**config.mk**
```make
export PLATFORM = sky130hd
export DESIGN_NAME = imem_loader_flat
export DESIGN_NICKNAME = d
export VERILOG_FILES = /design/src/rtl/imem_loader_if.sv /design/src/rtl/imem_loader.sv /design/src/flat_wrapper.sv
export SDC_FILE = /design/constraint.sdc
export NUM_CORES = 1
export LEC_CHECK = 0
export CORE_ASPECT_RATIO = 0.6
export CORE_MARGIN = 2
export CORE_UTILIZATION = 30
export DETAILED_ROUTE_END_ITERATION = 16
export GPL_ROUTABILITY_DRIVEN = 0
export GPL_TIMING_DRIVEN = 0
export PLACE_DENSITY = 0.54
export SYNTH_ARGS = -nofsm -noshare
export SYNTH_HDL_FRONTEND = slang
export SYNTH_SLANG_ARGS = --single-unit
```
**constraint.sdc**
```tcl
create_clock -name clk -period 3.3 [get_ports clk]
set_input_delay 0.33 -clock clk [delete_from_list [all_inputs] [get_ports clk]]
set_output_delay 0.33 -clock clk [all_outputs]
set_load 0.02 [all_outputs]
```
**src/rtl/imem_loader_if.sv**
```systemverilog
// Byte-stream input and instruction-memory write port of imem_loader.
// The loader uses the slave modport. The stream source and memory model use the master modport.
interface imem_loader_if;
  logic [7:0]  s_data;
  logic        s_valid;
  logic        s_ready;
  logic        im_we;
  logic [31:0] im_addr;
  logic [31:0] im_wdata;

  modport master (
    output s_data, s_valid,
    input  s_ready, im_we, im_addr, im_wdata
  );

  modport slave (
    input  s_data, s_valid,
    output s_ready, im_we, im_addr, im_wdata
  );
endinterface

```
**src/rtl/imem_loader.sv**
```systemverilog
// Boot-time loader: length header + big-endian words -> instruction memory, holds CPU in reset.
// Optional trailing XOR checksum byte enabled by defining IMEM_LOADER_CHECKSUM_EN.
module imem_loader #(
  parameter logic [31:0] BASE_ADDR = 32'h0000_0000,
  parameter int unsigned MAX_WORDS = 256
) (
  input  logic        clk,
  input  logic        rst,
  input  logic        start,
  imem_loader_if.slave bus,
  output logic        cpu_rst_hold,
  output logic        busy,
  output logic        done,
  output logic        error,
  output logic [15:0] words_loaded
);

  localparam logic [2:0] ST_IDLE   = 3'd0;
  localparam logic [2:0] ST_LEN_HI = 3'd1;
  localparam logic [2:0] ST_LEN_LO = 3'd2;
  localparam logic [2:0] ST_DATA   = 3'd3;
  localparam logic [2:0] ST_WRITE  = 3'd4;
`ifdef IMEM_LOADER_CHECKSUM_EN
  localparam logic [2:0] ST_CHK    = 3'd5;
`endif
  localparam logic [2:0] ST_DONE   = 3'd6;
  localparam logic [2:0] ST_ERROR  = 3'd7;

  localparam logic [16:0] MAX_W = 17'(MAX_WORDS);

  logic [2:0]  state;
  logic [15:0] len;
  logic [1:0]  byte_cnt;
  logic [31:0] word;
  logic [15:0] wl;
  logic [31:0] addr;
`ifdef IMEM_LOADER_CHECKSUM_EN
  logic [7:0]  csum;
`endif

  logic        accept;
  logic [15:0] len_next;
  logic        len_bad;
  logic        more_words;

  always_comb begin
    bus.s_ready  = 1'b0;
    busy         = 1'b0;
    unique case (state)
      ST_LEN_HI, ST_LEN_LO, ST_DATA: begin
        bus.s_ready = 1'b1;
        busy        = 1'b1;
      end
`ifdef IMEM_LOADER_CHECKSUM_EN
      ST_CHK: begin
        bus.s_ready = 1'b1;
        busy        = 1'b1;
      end
`endif
      ST_WRITE: busy = 1'b1;
      default: ;
    endcase
    bus.im_we    = (state == ST_WRITE);
    bus.im_addr  = addr;
    bus.im_wdata = word;
    done         = (state == ST_DONE);
    error        = (state == ST_ERROR);
    cpu_rst_hold = (state != ST_DONE);
    words_loaded = wl;
  end

  // All handshake outputs above are pure state decodes, so accept has no s_valid->s_ready loop.
  always_comb begin
    accept     = bus.s_valid && bus.s_ready;
    len_next   = {len[15:8], bus.s_data};
    len_bad    = (len_next == '0) || ({1'b0, len_next} > MAX_W);
    more_words = (({1'b0, wl} + 17'd1) < {1'b0, len});
  end

  always_ff @(posedge clk) begin
    if (rst) begin
      state    <= ST_IDLE;
      len      <= '0;
      byte_cnt <= '0;
      word     <= '0;
      wl       <= '0;
      addr     <= BASE_ADDR;
`ifdef IMEM_LOADER_CHECKSUM_EN
      csum     <= '0;
`endif
    end else begin
      unique case (state)
        ST_IDLE, ST_DONE, ST_ERROR: begin
          if (start) begin
            state    <= ST_LEN_HI;
            wl       <= '0;
            byte_cnt <= '0;
            addr     <= BASE_ADDR;
`ifdef IMEM_LOADER_CHECKSUM_EN
            csum     <= '0;
`endif
          end
        end
        ST_LEN_HI: begin
          if (accept) begin
            len[15:8] <= bus.s_data;
            state     <= ST_LEN_LO;
          end
        end
        ST_LEN_LO: begin
          if (accept) begin
            len[7:0] <= bus.s_data;
            state    <= len_bad ? ST_ERROR : ST_DATA;
          end
        end
        ST_DATA: begin
          if (accept) begin
            word     <= {word[23:0], bus.s_data};
            byte_cnt <= byte_cnt + 2'd1;
`ifdef IMEM_LOADER_CHECKSUM_EN
            csum     <= csum ^ bus.s_data;
`endif
            if (byte_cnt == 2'd3)
              state <= ST_WRITE;
          end
        end
        ST_WRITE: begin
          wl   <= wl + 16'd1;
          addr <= addr + 32'd4;
`ifdef IMEM_LOADER_CHECKSUM_EN
          state <= more_words ? ST_DATA : ST_CHK;
`else
          state <= more_words ? ST_DATA : ST_DONE;
`endif
        end
`ifdef IMEM_LOADER_CHECKSUM_EN
        ST_CHK: begin
          if (accept)
            state <= (bus.s_data == csum) ? ST_DONE : ST_ERROR;
        end
`endif
        default: state <= ST_IDLE;
      endcase
    end
  end

endmodule

```
**src/flat_wrapper.sv**
```systemverilog
// flat-port wrapper written by rule: the top's interface ports become plain ports
module imem_loader_flat 
#(
  parameter logic [31:0] BASE_ADDR = 32'h0000_0000,
  parameter int unsigned MAX_WORDS = 256
)
  (clk, rst, start, cpu_rst_hold, busy, done, error, words_loaded, bus_s_data, bus_s_valid, bus_s_ready, bus_im_we, bus_im_addr, bus_im_wdata);
  imem_loader_if bus_i ();
  input  logic clk;
  input  logic rst;
  input  logic start;
  output logic cpu_rst_hold;
  output logic busy;
  output logic done;
  output logic error;
  output logic [15:0] words_loaded;
  input wire logic [$bits(bus_i.s_data)-1:0] bus_s_data;
  input wire logic [$bits(bus_i.s_valid)-1:0] bus_s_valid;
  output wire logic [$bits(bus_i.s_ready)-1:0] bus_s_ready;
  output wire logic [$bits(bus_i.im_we)-1:0] bus_im_we;
  output wire logic [$bits(bus_i.im_addr)-1:0] bus_im_addr;
  output wire logic [$bits(bus_i.im_wdata)-1:0] bus_im_wdata;
  assign bus_i.s_data = bus_s_data;
  assign bus_i.s_valid = bus_s_valid;
  assign bus_s_ready = bus_i.s_ready;
  assign bus_im_we = bus_i.im_we;
  assign bus_im_addr = bus_i.im_addr;
  assign bus_im_wdata = bus_i.im_wdata;
  imem_loader #(.BASE_ADDR(BASE_ADDR), .MAX_WORDS(MAX_WORDS)) u_core (.clk(clk), .rst(rst), .start(start), .bus(bus_i), .cpu_rst_hold(cpu_rst_hold), .busy(busy), .done(done), .error(error), .words_loaded(words_loaded));
endmodule
```
==> metrics.csv, run 1 <==
metric;value;unit
status;completed;
Fill cells;1586;
worst path required time;3.53;ns
starting density of the core;31.16;%
Startpoint Class;register;
Via-to-Cell Ratio;5.131;
Sw Pwr;1189;uW
maximum achievable frequency;323.1;MHz
clock power share;29.7;%
antenna violations before repair;0;
Bufs and invs on worst path;1;
Hold Crit Class;register to register;
fin. max-slew vios;0;
Final Critical Period;3.095;ns
FF-to-FF End;u_core.state[2];
cell internal pwr;2110;uW
total power;3299;uW
Crit path depth;12;
number of global-route vias before repair;4541;
CP most frequent cell;nand4_1;
Max-cap violations;0;
Worst Clk Skew;0.003835;ns
layout cells sized above 1;6.283;%
actual slew at the worst max-slew pin;0.9847;ns
top_reg_cell synth;dfxtp_1;
CTS tree;yes;
FF-to-FF Start;u_core.words_loaded[6];
port bufs;94;
Synth area leaders;dfxtp_1 (41%), nand2_1 (9.7%), a21oi_1 (8.6%);
DRC Markers;0;
Sw Share;36.04;%
critical path cell sequence;nand4_1, buf_4, nor3_4, nand3_1, xnor2_1, ha_1, nand4_1, or3_1, a21oi_1, o21ai_0, nor4b_1, a2111oi_0;
Clock Latency Late Sink;0.34;ns
final setup fails;0;
sequential area share after synthesis;40.80;%
CP Launch Point;u_core.words_loaded[6];
Layout area overhead;31.89;%
syn_area_per_cell;7.673;um^2
RSZ-0062 raised after global routing;false;
Slowest-stage cell, CP;dfxtp_1;
Cell Rows;35;
via count;4880;
cell family with most CP delay;simple AND/OR/NAND/NOR gates;
Post-synth EDFFs;0;
Clock Sink Count;99;
Pre-antenna DRT Iters;5;
CP endpoint;u_core.state[2];
commonest cells in the netlist;nand2_1 (125), dfxtp_1 (99), a21oi_1 (83);
first-pass GRT wire length;23780;um
crit path max fanout;8;
die area;0.01726;mm^2
CTS root buffer;clkbuf_16;
FF+latch count, synth;99;
synth unique cells;50;
Initial DRC Count;326;
synth warn;0;
H-tree lvl count;3;
Logic pwr share;30.8;%
r2r setup slk;0.20;ns
hpwl dp;11520;um
aggregate routed wire length;15050;um
GRT overflow;0;
Lkg Pwr;0.002206;uW
Rel. slew slack;34.11;%
pin count of the biggest net entering global routing;17;
Worst path max stage delay;0.49;ns
antenna-violating nets left;0;
CP Class;register to register;
area leader, netlist;dfxtp_1;
final setup margin;0.2049;ns
Ant. Diodes;0;
post-synthesis cell area;0.004857;mm^2
cts-stage hold buffer count;0;
Max rail drop VDD;239.7;uV
Total GRT Usage;17.52;%
Hold Vio Cnt, Final;0;
per-cell routed wire length;15.82;um
pwr dens;514.9;mW/mm^2
Die Y;102.6;um
FF-to-FF path depth;12;
pre-CTS setup slack;-0.1318;ns
data arrival time of the worst path;3.32;ns
Die X;168.3;um
most frequent cell after synthesis;nand2_1;
# nets final;774;
area share of the largest cell type after synthesis;40.80;%
Mapped Cells;633;
Setup crit end kind;register;
number of buffers created by CTS;9;
Core ar.;0.01559;mm^2
Clk pin slew, worst setup/hold paths;0.07;ns
Async SR Flop Fraction;0;%
# IOs;98;
Clock Tree Buf Depth;2;
Reg power frac;39.5;%
ratio of final minimum period to clock period;93.79;%
-- placed cells by master (no fill, tap or decap), types with 4 or more instances in the layout --
master and instances:
buf_4 7, clkbuf_1 29, xnor2_1 8, clkbuf_16 9, buf_2 5, a22oi_1 5
a21o_1 5, nand2_1 124, a21oi_1 83, nand4_1 11, or2_2 4, nor3_1 12
and3_1 8, inv_1 22, or3_1 10, nand2b_1 4, dfxtp_1 97, mux2i_1 9
nor2_1 57, xor2_1 8, a311oi_1 4, o211ai_1 12, o21ai_0 22, nand3_1 26
clkdlybuf4s50_1 94, ha_1 17, nor4_1 6
-- layout make-up --
type                    instances  area (um^2)  share of cell area (%)
plain buffers                  37        160.2                   2.500
clock inverters                 6        43.79                  0.6836
multi-input cells             476         2678                   41.80
well taps                     203        254.0                   3.965
flip-flops and latches         99         1984                   30.98
inverters                      22        82.58                   1.289
clock buffers                   9        225.2                   3.516
repair buffers                 99        978.4                   15.27
-- through the flow --
step | hold slack (ns) | util (%) | TNS, ns | instances | instance area [um^2]
global route | 0.4938 | 41.09 | 0 | 951 | 6406
finish | 0.4627 | 41.09 | 0 | 951 | 6406
global placement | 0.4502 | 38.84 | -0.2067 | 931 | 6056
detailed placement | 0.4512 | 38.84 | -0.1318 | 931 | 6056
floorplan | 0.4363 | - | 0 | 634 | 4861
CTS | 0.4651 | 40.68 | 0 | 946 | 6342
-- power groups by stage --
stage	combinational (uW)	clock (uW)	sequential (uW)
after CTS	1020	1000	1300
after global placement	993	0	1320
after detailed placement	1010	0	1330
after floorplan	656	0	1330
after global routing	1130	1050	1310
final	1020	980	1300
-- cell families (layout without fill, tap and decap cells) --
kind of cell	Yosys count	after routing	synth area share, %
AO/OA/AOI/OAI	145	145	17.10
other	1	2	0.07721
AND/OR/NAND/NOR	284	284	27.18
buffers and inverters	59	173	4.997
multiplexers	11	11	2.318
flip-flops	99	99	40.80
adder cells (fa/ha/maj)	18	18	4.637
XOR/XNOR	16	16	2.885
-- worst min-delay path: cells and delay by family (launching register included) --
family | cells | cell delay (ns)
flops | 1 | 0.31
simple gates | 1 | 0.05
compound gates | 1 | 0.05
-- sequential cells by signal, summed over array words and instances (netlist names) --
name,cells
u_core.bus.im_wdata,32
u_core.bus.im_addr,30
u_core.len,16
u_core.words_loaded,16
u_core.state,3
u_core.byte_cnt,2
-- worst min path at each step --
stage	slack, ns	from	depth (start not counted)	to
after floorplan	0.44	u_core.len[8]	2	u_core.len[8]
final	0.46	u_core.bus.im_wdata[24]	2	u_core.bus.im_wdata[24]
after global routing	0.49	u_core.bus.im_wdata[25]	2	u_core.bus.im_wdata[25]
after detailed placement	0.45	u_core.bus.im_wdata[28]	2	u_core.bus.im_wdata[28]
after global placement	0.45	u_core.bus.im_wdata[24]	2	u_core.bus.im_wdata[24]
after CTS	0.47	u_core.bus.im_wdata[28]	2	u_core.bus.im_wdata[28]
-- timing repair --
action,4_1_cts,5_1_grt
pin swaps,1,2
resized for setup,3,7
setup buffers,0,5
endpoints found under the setup margin,1,2
cloned,0,0
-- layer usage --
layer	routed length (um)	global-route usage [%]	up-vias
li1	-	-	2420
met1	7609	25.48	2319
met2	6462	26.81	127
met3	840	3.532	14
met4	137	4.111	0
met5	0	0	-
Note: power is estimated with default switching activity, not from simulation.
==> run 2: changes to the inputs <==
CORE_MARGIN = 4   (was 2)
clock period = 3.6 ns   (was 3.3 ns; I/O delays follow)
==> metrics.csv, run 2 (synthesis gave the netlist of run 1 again) <==
metric;value;unit;change
via count;4821;;-1.2%
Die X;172.3;um;+2.4%
Pre-antenna DRT Iters;6;;+1
Clock Sink Count;99;;unchanged
Core ar.;0.01559;mm^2;unchanged
Non-Filler Instances;949;;-0.21%
setup TNS;0;ns;unchanged
Layout area overhead;31.56;%;
CTS tree;yes;;
ratio of final minimum period to clock period;92.38;%;-1.4 points
worst path required time;3.83;ns;+0.30 ns
number of global-route vias before repair;4315;;-5.0%
pwr dens;487.3;mW/mm^2;-5.4%
Hold Vio Cnt, Final;0;;unchanged
Initial DRC Count;314;;-3.7%
max reg flops;32;;unchanged
most frequent cells in the layout;nand2_1 (125), dfxtp_1 (99), clkdlybuf4s50_1 (94), a21oi_1 (83), nor2_1 (58);;
Ant. Diodes;0;;unchanged
design area;0.006390;mm^2;-0.25%
# nets final;771;;-0.39%
CTS root buffer;clkbuf_16;;
DRC Markers;0;;unchanged
actual slew at the worst max-slew pin;0.9414;ns;-0.04331 ns
status;completed;;
aggregate routed wire length;15030;um;-0.13%
starting density of the core;31.16;%;unchanged
most common cell after layout, fill and taps aside;nand2_1;;
H-tree lvl count;3;;unchanged
Startpoint Class;register;;
RSZ-0062 raised after global routing;false;;
Via-to-Cell Ratio;5.080;;-1.0%
Hold Crit Class;register to register;;
antenna violations before repair;0;;unchanged
Lkg Pwr;0.002188;uW;-0.84%
maximum achievable frequency;300.7;MHz;-6.9%
Clock Latency Late Sink;0.35;ns;about the same
Clk pin slew, worst setup/hold paths;0.07;ns;about the same
per-cell routed wire length;15.84;um;about the same
Register Area;0.001982;mm^2;-0.13%
Total GRT Usage;16.18;%;-1.3 points
GRT overflow;0;;unchanged
crit path max fanout;7;;-1
Fill cells;1614;;+1.8%
die area;0.01836;mm^2;+6.4%
Die Y;106.6;um;+3.9%
layout cells sized above 1;5.228;%;-1.1 points
Worst Clk Skew;0.006794;ns;+0.002959 ns
pin count of the biggest net entering global routing;18;;+1
port bufs;94;;unchanged
final setup fails;0;;unchanged
Setup crit end kind;register;;
Max rail drop VDD;222.8;uV;-7.0%
Max-cap violations;0;;unchanged
first-pass GRT wire length;23560;um;-0.90%
total power;3114;uW;-5.6%
hpwl dp;11460;um;-0.48%
Rel. slew slack;37.01;%;+2.9 points
placed cells;931;;unchanged
data arrival time of the worst path;3.56;ns;+0.24 ns
antenna-violating nets left;0;;unchanged
Hold Slack;0.4644;ns;+0.001669 ns
placed instance area;0.006056;mm^2;unchanged
fin. max-slew vios;0;;unchanged
Multi-input gate area;0.002654;mm^2;-0.89%
Cell Rows;35;;unchanged
number of buffers created by CTS;9;;unchanged
Final Critical Period;3.326;ns;+0.2306 ns
Clock Tree Buf Depth;2;;unchanged
# IOs;98;;unchanged
CP Class;register to register;;
## run 2: cell types whose count changed in the layout (fill, tap and decap cells not counted), sizes merged
cell and delta:
buf -3, clkinv -3, inv +2, bufinv +1, clkbuf +1
## run 2: where the power goes
| group | internal (uW) | leakage [uW] | switching (uW) |
|---|---|---|---|
| clock network | 547 | 0.000144 | 445 |
| registers | 1140 | 0.000799 | 47.6 |
| logic | 321 | 0.00125 | 608 |
| total | 2010 | 0.00219 | 1100 |
## run 2: path summary, 6_finish.rpt
path	end	slack (ns)	from	cells past startpoint
hold reg to reg	u_core.bus.im_wdata[28]	0.46	u_core.bus.im_wdata[28]	2
setup / recovery	u_core.state[2]	0.27	u_core.words_loaded[0]	12
hold / removal	u_core.bus.im_wdata[28]	0.46	u_core.bus.im_wdata[28]	2
setup reg to reg	u_core.state[2]	0.27	u_core.words_loaded[0]	12
## run 2: area by class of cell
class                   count  share of cell area (%)
plain buffers              37                   2.506
clock buffers              10                   3.583
clock inverters             6                   1.136
inverters                  22                   1.292
multi-input cells         476                   41.53
flip-flops and latches     99                   31.02
well taps                 203                   3.975
repair buffers             96                   14.96
## run 2: repair_timing
action	CTS	global route
setup buffers	0	2
resized for setup	0	3
hold buffers	0	0
endpoints found under the setup margin	0	1
## run 2: per-stage QoR
| stage | util (%) | setup WS [ns] |
|---|---|---|
| 2_1_floorplan | - | 0.5853 |
| 3_3_place_gp | 38.84 | 0.09146 |
| 3_5_place_dp | 38.84 | 0.1022 |
| 4_1_cts | 40.78 | 0.02731 |
| 5_1_grt | 40.99 | 0.01008 |
| 6_report | 40.99 | 0.2743 |
## run 2: worst max-delay path, cell delays in order (launching register included)
cell	delay [ns]
dfxtp_1	0.47
ha_1	0.29
nand3_2	0.20
nor3_4	0.26
nand3_1	0.14
xnor2_1	0.17
ha_1	0.33
nand4_1	0.16
or3_1	0.40
a21oi_1	0.18
o21ai_0	0.17
nor4b_1	0.18
a2111oi_0	0.27
## run 2: layer usage
layer	GRT usage (%)	share of wire [%]	vias up
met5	0	0	-
met4	3.141	0.83	0
met3	3.753	6.5	13
met2	22.79	41	157
met1	24.94	51	2237
li1	-	-	2414
